### src/rtl/onehot_index_decoder_pkg.sv
// Shared constants for the one-hot index decoder slice.
package onehot_index_decoder_pkg;
    localparam int DEFAULT_WIDTH = 16;
endpackage

### src/rtl/onehot_index_decoder_onehot_to_bin.sv
// Combinational OR-reduction decode of a mask into a binary index, plus zero/multi-hot flags.
module onehot_to_bin
    import onehot_index_decoder_pkg::*;
#(
    parameter int WIDTH = DEFAULT_WIDTH
) (
    input  logic [WIDTH-1:0]         in_i,
    output logic [$clog2(WIDTH)-1:0] idx_o,
    output logic                     zero_o,
    output logic                     multi_o
);
    localparam int IDX_W = $clog2(WIDTH);

    // Mask of all bit positions whose index has bit k set.
    function automatic logic [WIDTH-1:0] pos_mask(input int k);
        logic [WIDTH-1:0] m;
        m = '0;
        for (int p = 0; p < WIDTH; p++) begin
            m[p] = ((p >> k) & 1) != 0;
        end
        return m;
    endfunction

    genvar gi;
    generate
        for (gi = 0; gi < IDX_W; gi++) begin : g_idx
            localparam logic [WIDTH-1:0] POS_MASK = pos_mask(gi);
            assign idx_o[gi] = |(in_i & POS_MASK);
        end
    endgenerate

    assign zero_o  = ~|in_i;
    assign multi_o = |(in_i & (in_i - WIDTH'(1)));
endmodule

### src/rtl/onehot_index_decoder.sv
// Two-stage valid/ready pipeline turning leftmost/rightmost one-hot masks into indices, span and flags.
module onehot_index_decoder
    import onehot_index_decoder_pkg::*;
#(
    parameter int WIDTH = DEFAULT_WIDTH
) (
    input  logic                     clk_i,
    input  logic                     srst_i,
    input  logic [WIDTH-1:0]         data_left_i,
    input  logic [WIDTH-1:0]         data_right_i,
    input  logic                     data_val_i,
    output logic                     data_ready_o,
    output logic [$clog2(WIDTH)-1:0] left_idx_o,
    output logic [$clog2(WIDTH)-1:0] right_idx_o,
    output logic [$clog2(WIDTH)-1:0] span_o,
    output logic                     empty_o,
    output logic                     err_o,
    output logic                     data_val_o,
    input  logic                     data_ready_i
);
    localparam int IDX_W = $clog2(WIDTH);

    logic             s1_val_q;
    logic [WIDTH-1:0] s1_left_q, s1_right_q;
    logic             s2_val_q;
    logic [IDX_W-1:0] left_idx_q, right_idx_q, span_q;
    logic             empty_q, err_q;

    logic [IDX_W-1:0] left_idx_d, right_idx_d, span_d;
    logic             empty_d, err_d;
    logic             l_zero, l_multi, r_zero, r_multi;
    logic             s2_load;

    onehot_to_bin #(.WIDTH(WIDTH)) u_left (
        .in_i    (s1_left_q),
        .idx_o   (left_idx_d),
        .zero_o  (l_zero),
        .multi_o (l_multi)
    );

    onehot_to_bin #(.WIDTH(WIDTH)) u_right (
        .in_i    (s1_right_q),
        .idx_o   (right_idx_d),
        .zero_o  (r_zero),
        .multi_o (r_multi)
    );

    always_comb begin
        empty_d = l_zero && r_zero;
        err_d   = l_multi || r_multi || (l_zero != r_zero) || (left_idx_d < right_idx_d);
        span_d  = (err_d || empty_d) ? '0 : left_idx_d - right_idx_d;
    end

    // s2 can take a new beat when it is empty or its current beat leaves this cycle.
    assign s2_load      = !s2_val_q || data_ready_i;
    assign data_ready_o = !s1_val_q || s2_load;

    always_ff @(posedge clk_i or posedge srst_i) begin
        if (srst_i) begin
            s1_val_q    <= 1'b0;
            s1_left_q   <= '0;
            s1_right_q  <= '0;
            s2_val_q    <= 1'b0;
            left_idx_q  <= '0;
            right_idx_q <= '0;
            span_q      <= '0;
            empty_q     <= 1'b0;
            err_q       <= 1'b0;
        end else begin
            if (data_ready_o) begin
                s1_val_q <= data_val_i;
                if (data_val_i) begin
                    s1_left_q  <= data_left_i;
                    s1_right_q <= data_right_i;
                end
            end
            if (s2_load) begin
                s2_val_q <= s1_val_q;
                // Fields hold their last values while no beat is present.
                if (s1_val_q) begin
                    left_idx_q  <= left_idx_d;
                    right_idx_q <= right_idx_d;
                    span_q      <= span_d;
                    empty_q     <= empty_d;
                    err_q       <= err_d;
                end
            end
        end
    end

    assign data_val_o  = s2_val_q;
    assign left_idx_o  = left_idx_q;
    assign right_idx_o = right_idx_q;
    assign span_o      = span_q;
    assign empty_o     = empty_q;
    assign err_o       = err_q;
endmodule

### config.mk
export PLATFORM = sky130hd
export DESIGN_NAME = onehot_index_decoder
export DESIGN_NICKNAME = d
export VERILOG_FILES = /design/src/rtl/onehot_index_decoder_pkg.sv /design/src/rtl/onehot_index_decoder_onehot_to_bin.sv /design/src/rtl/onehot_index_decoder.sv
export SDC_FILE = /design/constraint.sdc
export NUM_CORES = 1
export LEC_CHECK = 0
export CAP_MARGIN = 10
export CELL_PAD_IN_SITES_DETAIL_PLACEMENT = 0
export CELL_PAD_IN_SITES_GLOBAL_PLACEMENT = 2
export CORE_ASPECT_RATIO = 1.1
export CORE_MARGIN = 1
export CORE_UTILIZATION = 35
export CTS_CLUSTER_DIAMETER = 120
export DETAILED_ROUTE_END_ITERATION = 8
export GPL_ROUTABILITY_DRIVEN = 0
export PLACE_DENSITY = 0.94
export SLEW_MARGIN = 20
export SYNTH_ARGS = -nofsm -noshare
export SYNTH_HDL_FRONTEND = slang
export SYNTH_HIERARCHICAL = 1
export SYNTH_SLANG_ARGS = --single-unit
### constraint.sdc
create_clock -name clk_i -period 7.6 [get_ports clk_i]
set_input_delay 0.76 -clock clk_i [delete_from_list [all_inputs] [get_ports clk_i]]
set_output_delay 0.76 -clock clk_i [all_outputs]
set_load 0.05 [all_outputs]
# After elaboration in Yosys (flattened, before gate mapping)
# Index checks and enable logic that the tools add are counted.
# Widths: inputs -> output; s select.
classes:
  add_sub_neg: 3
  order_cmp: 1
  n_eq_ne: 1
  n_mux: 1
  bitwise_logic: 2
  n_reduce_logical: 25
ops:
  columns: ["cell", "count"]
  rows:
  - ["$reduce_or 16->1", 4]
  - ["$reduce_or 8->1", 8]
  - ["$and 16x16->16", 2]
  - ["$sub 16x1->16 const B", 2]
  - ["$logic_or 1x1->1", 6]
  - ["$logic_not 1->1", 4]
  - ["$lt 4x4->1", 1]
  - ["$mux 4", 1]
  - ["$reduce_and 2->1", 2]
  - ["$sub 4x4->4", 1]
  - ["$logic_and 1x1->1", 1]
  - ["$ne 1x1->1", 1]
totals:
  ff_bits: 48
  out_inout_bits: 16
  word_cells: 42

# Depth between registers and ports, before layout
depth:
  depth_word: 8
  ltp_mapped: 9
  mapped_depth_nobuf: 9

# By module
# The synthesis kept the hierarchy.
modules_own_cells:
  columns: ["module", "n_inst", "cells_per_inst", "area_per_inst_um2", "seq_area_each_um2"]
  rows:
  - ["onehot_index_decoder", 1, 138, 1961.9, 1201.2]
  - ["onehot_to_bin", 2, 34, 210.2, 0.0]

# Worst setup path before layout
# No wires, ideal clock.
synth_timing:
  path_type: "reg2reg"
  start: "register s1_right_q[1]"
  end: "register span_q[2] (netlist: span_o[2])"
  setup_ns: 0.092
  arrival_ns: 2.500
  path_slack_ns: 5.009
  path_stages_with_launch: 10
  cell_sequence: "dfrtp_1 -> or3_1 -> or2_1 -> nor4_1 -> nor2_1 -> or3_1 -> or3_1 -> a211oi_2 -> nand2b_2 -> o31ai_2"
synth_between:
  elab_chain_cells: 8
  elab_cells_between_ends: 15
  classes_between: "add/sub (2); order compare (1); eq/ne (1); mux (1); bitwise (1); reduce/logical (9)"
synth_rtl:
  columns: ["item", "line_no", "rtl"]
  rows:
  - ["start, declared", "onehot_index_decoder.sv:24", "logic [WIDTH-1:0] s1_left_q, s1_right_q;"]
  - ["start signal, assigned", "onehot_index_decoder.sv:74", "s1_right_q <= data_right_i;"]
  - ["$sub 16x1->16", "onehot_index_decoder_onehot_to_bin.sv:33", "assign multi_o = |(in_i & (in_i - WIDTH'(1)));"]
  - ["$and 16x16->16 *", "onehot_index_decoder_onehot_to_bin.sv:33", null]
  - ["$reduce_or 16->1 *", "onehot_index_decoder_onehot_to_bin.sv:33", null]
  - ["named net r_multi", "onehot_index_decoder.sv:31", "logic l_zero, l_multi, r_zero, r_multi;"]
  - ["$logic_or 1x1->1 * (3 in a row)", "onehot_index_decoder.sv:50", "err_d = l_multi || r_multi || (l_zero != r_zero) || (left_idx_d < right_idx_d);"]
  - ["$logic_or 1x1->1 *", "onehot_index_decoder.sv:51", "span_d = (err_d || empty_d) ? '0 : left_idx_d - right_idx_d;"]
  - ["$mux 4 *", "onehot_index_decoder.sv:51", null]
  - ["end signal, assigned", "onehot_index_decoder.sv:83", "span_q <= span_d;"]
  - ["end, declared", "onehot_index_decoder.sv:26", "logic [IDX_W-1:0] left_idx_q, right_idx_q, span_q;"]
# Mark *: on every way through the listed nets, which the timed path passes. The rest lies on a longest branch.
# A chain may end at the register's enable or synchronous reset.

# Worst setup path in the final report
layout_timing:
  start: "input port data_ready_i"
  end: "output port data_ready_o"
layout_between:
  elab_chain_cells: 2
layout_rtl:
  columns: ["item", "line_no", "rtl"]
  rows:
  - ["start, declared", "onehot_index_decoder.sv:19", "input logic data_ready_i"]
  - ["$logic_or 1x1->1", "onehot_index_decoder.sv:55", "assign s2_load = !s2_val_q || data_ready_i;"]
  - ["$logic_or 1x1->1", "onehot_index_decoder.sv:56", "assign data_ready_o = !s1_val_q || s2_load;"]
  - ["end, declared", "onehot_index_decoder.sv:12", "output logic data_ready_o,"]
# No other way between the ends.

==> summary.md <==
| Metric | Value |
|---|---|
| First-pass GRT wire length | `8245 µm` |
| Most frequent cells in the layout | `clkdlybuf4s50_1, dfrtp_1, mux2_2` |
| Final worst-path cycle share | `0.3867` |
| CTS H-tree depth | `2` |
| Post-synthesis cell count | `206` |
| # port buffers | `51` |
| CTS tree | `yes` |
| Grt total ovfl | `0` |
| WHS | `484.8 ps` |
| Area occupied by multi-input gates | `around 1100 µm²` |
| Reg clk slew, reported paths | `80 ps` |
| Die area | `7141 µm²` |
| Initial antenna violation count | `0` |
| Root buffer cell | `clkbuf_8` |
| CTS Buf Count | `5` |
| Crit path DAT | `around 2200 ps` |
| Max-cap viol count | `0` |
| CP Launch Type | `input port` |
| Vias in the first global route | `~1700` |
| Min Tclk post-route | `between 2000 and 3000 ps` |
| Sink Count | `48` |
| Die X-Extent | `80.66 µm` |
| ANT cells | `0` |
| Tot GR Track Use | `0.1518` |
| Final wirelength | `around 4700 µm` |
| Drt wl/cell | `13.83 µm` |
| Ys Warns | `6` |
| Req. time, crit path | `around 7000 ps` |
| Final Core Density | `0.4679` |
| Crit-path leading delay family | `buffers and inverters` |
| CP max stage delay | `810 ps` |
| Starting Density | `0.3613` |
| Layout Nets | `302` |
| Distinct cells, synth | `34` |
| RSZ-0062 raised after global routing | `false` |
| Final Max Slew Viols | `0` |
| Main flop type after synthesis | `dfrtp_1` |
| Num rows | `31` |
| Clk pwr share | `0.289` |
| Leakage | `about 1.2 nW` |
| Post-route ant nets | `0` |
| Syn nets | `roughly 250` |
| Most used cell, CP | `clkdlybuf4s50_1` |
| # Post-CTS Setup Buffers | `0` |
| Core area | `between 6000 and 7000 µm²` |
| DR vias/cell | `slightly above 5` |
| Worst Path Max Fanout | `3` |
| Sequential power share | `0.514` |
| Async set or reset register ratio after synthesis | `1.000` |
| Worst setup path class | `input port to output pin` |
| Status | `completed` |
| P&R area growth vs syn | `29.52%` |
| Die Span Y | `slightly below 90 µm` |
| Least-Margin Pin Slew | `808.9 ps` |
| Hold buffers post-CTS | `0` |
| Count of final hold-check violations | `0` |
| Fill cell count | `~630` |
| Synthesized flop and latch total | `between 40 and 50` |
| Detailed Routing Iterations Pass 1 | `4` |
| Clock Tree Buf Depth | `2` |
| Setup violations, final | `0` |
| Buf/Inv on CP | `2` |
| Cts repair resizes | `0` |
| Setup TNS Final | `0 ps` |
| Clock Latency Late Sink | `around 310 ps` |
| Sequential share of the synthesized area | `0.5042` |
| Worst path slowest cell | `clkdlybuf4s50_1` |
| Register area | `approximately 1200 µm²` |
| Drt drc | `0` |
| CP Cell Sequence | `clkdlybuf4s50_1 > nand3b_1 > clkdlybuf4s50_1` |
| Power Dens Cells | `a little over 200 nW/µm²` |
| Combinational fraction of design power | `0.198` |
| Vias after detailed routing | `between 1500 and 2000` |
| Switching pwr | `roughly 0.18 mW` |
| Cell Area, Synth | `~2400 µm²` |
| Internal Power | `between 0.4 and 0.5 mW` |
| Worst setup EP type | `output pin` |
| Maximum vdd drop | `0.09001 mV` |
| I/O pins | `52` |
| Achievable Freq | `approximately 340 MHz` |
| Commonest non-fill, non-tap cell in the layout | `clkdlybuf4s50_1` |
| Largest net degree at the start of global routing | `49` |
| Tightest Hold Check Type | `flop to flop` |
| Avg Cell Area, Syn | `around 12 µm²` |
| R2R Setup Slk | `roughly 4800 ps` |
| Slew Limit Headroom | `0.4601` |
| Share of cells above drive strength 1 | `0.1648` |
| Final Skew | `between 9 and 10 ps` |
| DR iter-0 viols | `between 70 and 80` |
| Sw frac | `0.2889` |
| Post-synth EDFFs | `0` |
| Final HPWL DP | `around 3600 µm` |
-- metal layers --
layer	GRT usage	up-vias	routed length [µm]	part of all wire
li1	-	858	-	-
met1	0.2034	856	2166	0.46
met2	0.2381	56	2292	0.48
met3	0.03299	7	199	0.042
met4	0.06331	0	83	0.018
met5	0	-	0	0
-- state kept, by name, indices dropped and copies added, names as in the netlist --
name and count:
s1_val_q 1, s1_left_q 16, err_o 1, data_val_o 1
s1_right_q 16, span_o 4, right_idx_o 4, empty_o 1
left_idx_o 4
-- Yosys cell counts, drive strengths merged (3+ instances only) --
cell type / n / share of area
or2: 4 / 0.011
o21ai: 13 / 0.027
a211oi: 3 / 0.012
nand2: 21 / 0.033
inv: 6 / 0.0095
buf: 4 / 0.0095
nor3: 4 / 0.0084
dfrtp: 48 / 0.50
mux2: 36 / 0.17
nand4: 4 / 0.011
o31ai: 6 / 0.027
nor2: 8 / 0.013
maj3: 4 / 0.017
or3: 5 / 0.013
nor4: 12 / 0.037
nand3b: 3 / 0.0095
nand2b: 5 / 0.014
ha: 5 / 0.026
-- worst paths after layout --
kind,startpoint,endpoint,depth (start not counted)
min,left_idx_o[1],left_idx_o[1],2
max in group asynchronous,srst_i,left_idx_o[3],2
max,data_ready_i,data_ready_o,3
min in group asynchronous,srst_i,s1_left_q[10],2
max reg2reg,s1_right_q[1],span_o[3],9
min reg2reg,left_idx_o[1],left_idx_o[1],2
-- power by group through the flow --
stage | clock network [mW] | registers [mW] | logic, mW
final | 0.182 | 0.323 | 0.124
after global routing | 0.199 | 0.329 | 0.138
after CTS | 0.189 | 0.323 | 0.126
after detailed placement | 0 | 0.328 | 0.125
after global placement | 0 | 0.327 | 0.123
after floorplan | 0 | 0.337 | 0.0661
-- tightest hold or removal path: cells and delay by family (launching register included) --
family | cells | cell delay (ps)
simple gates | 1 | 50
compound gates | 1 | 60
flops | 1 | 350
-- cell families (layout without fill, tap and decap cells) --
kind of cell             count (synthesis)  in the layout  share of synthesized area
AND/OR/NAND/NOR                         68             68                     0.1528
flip-flops                              48             48                     0.5042
multiplexers                            36             36                     0.1702
AO/OA/AOI/OAI                           31             31                    0.09348
buffers and inverters                   11             66                    0.02048
adder cells (fa/ha/maj)                 10             10                    0.05147
XOR/XNOR                                 2              2                   0.007354
-- metrics by stage --
step | power (mW) | setup slack (ps) | area, µm² | instances
after floorplan | 0.4030 | 5009 | 2382 | 206
after global placement | 0.4510 | 4661 | 2977 | 335
after detailed placement | 0.4536 | 4659 | 2977 | 335
after CTS | 0.6377 | 4654 | 3084 | 343
after global routing | 0.6662 | 4521 | 3085 | 343
final | 0.6291 | 4661 | 3085 | 343
-- cell type report --
class / count / area share
Sequential cell: 48 / 0.3893
Inverter: 6 / 0.007705
Timing Repair Buffer: 52 / 0.1679
Clock buffer: 6 / 0.02352
Clock inverter: 2 / 0.01135
Multi-Input combinational cell: 147 / 0.3670
Tap cell: 82 / 0.03325
(Power assumes the default switching activity.)
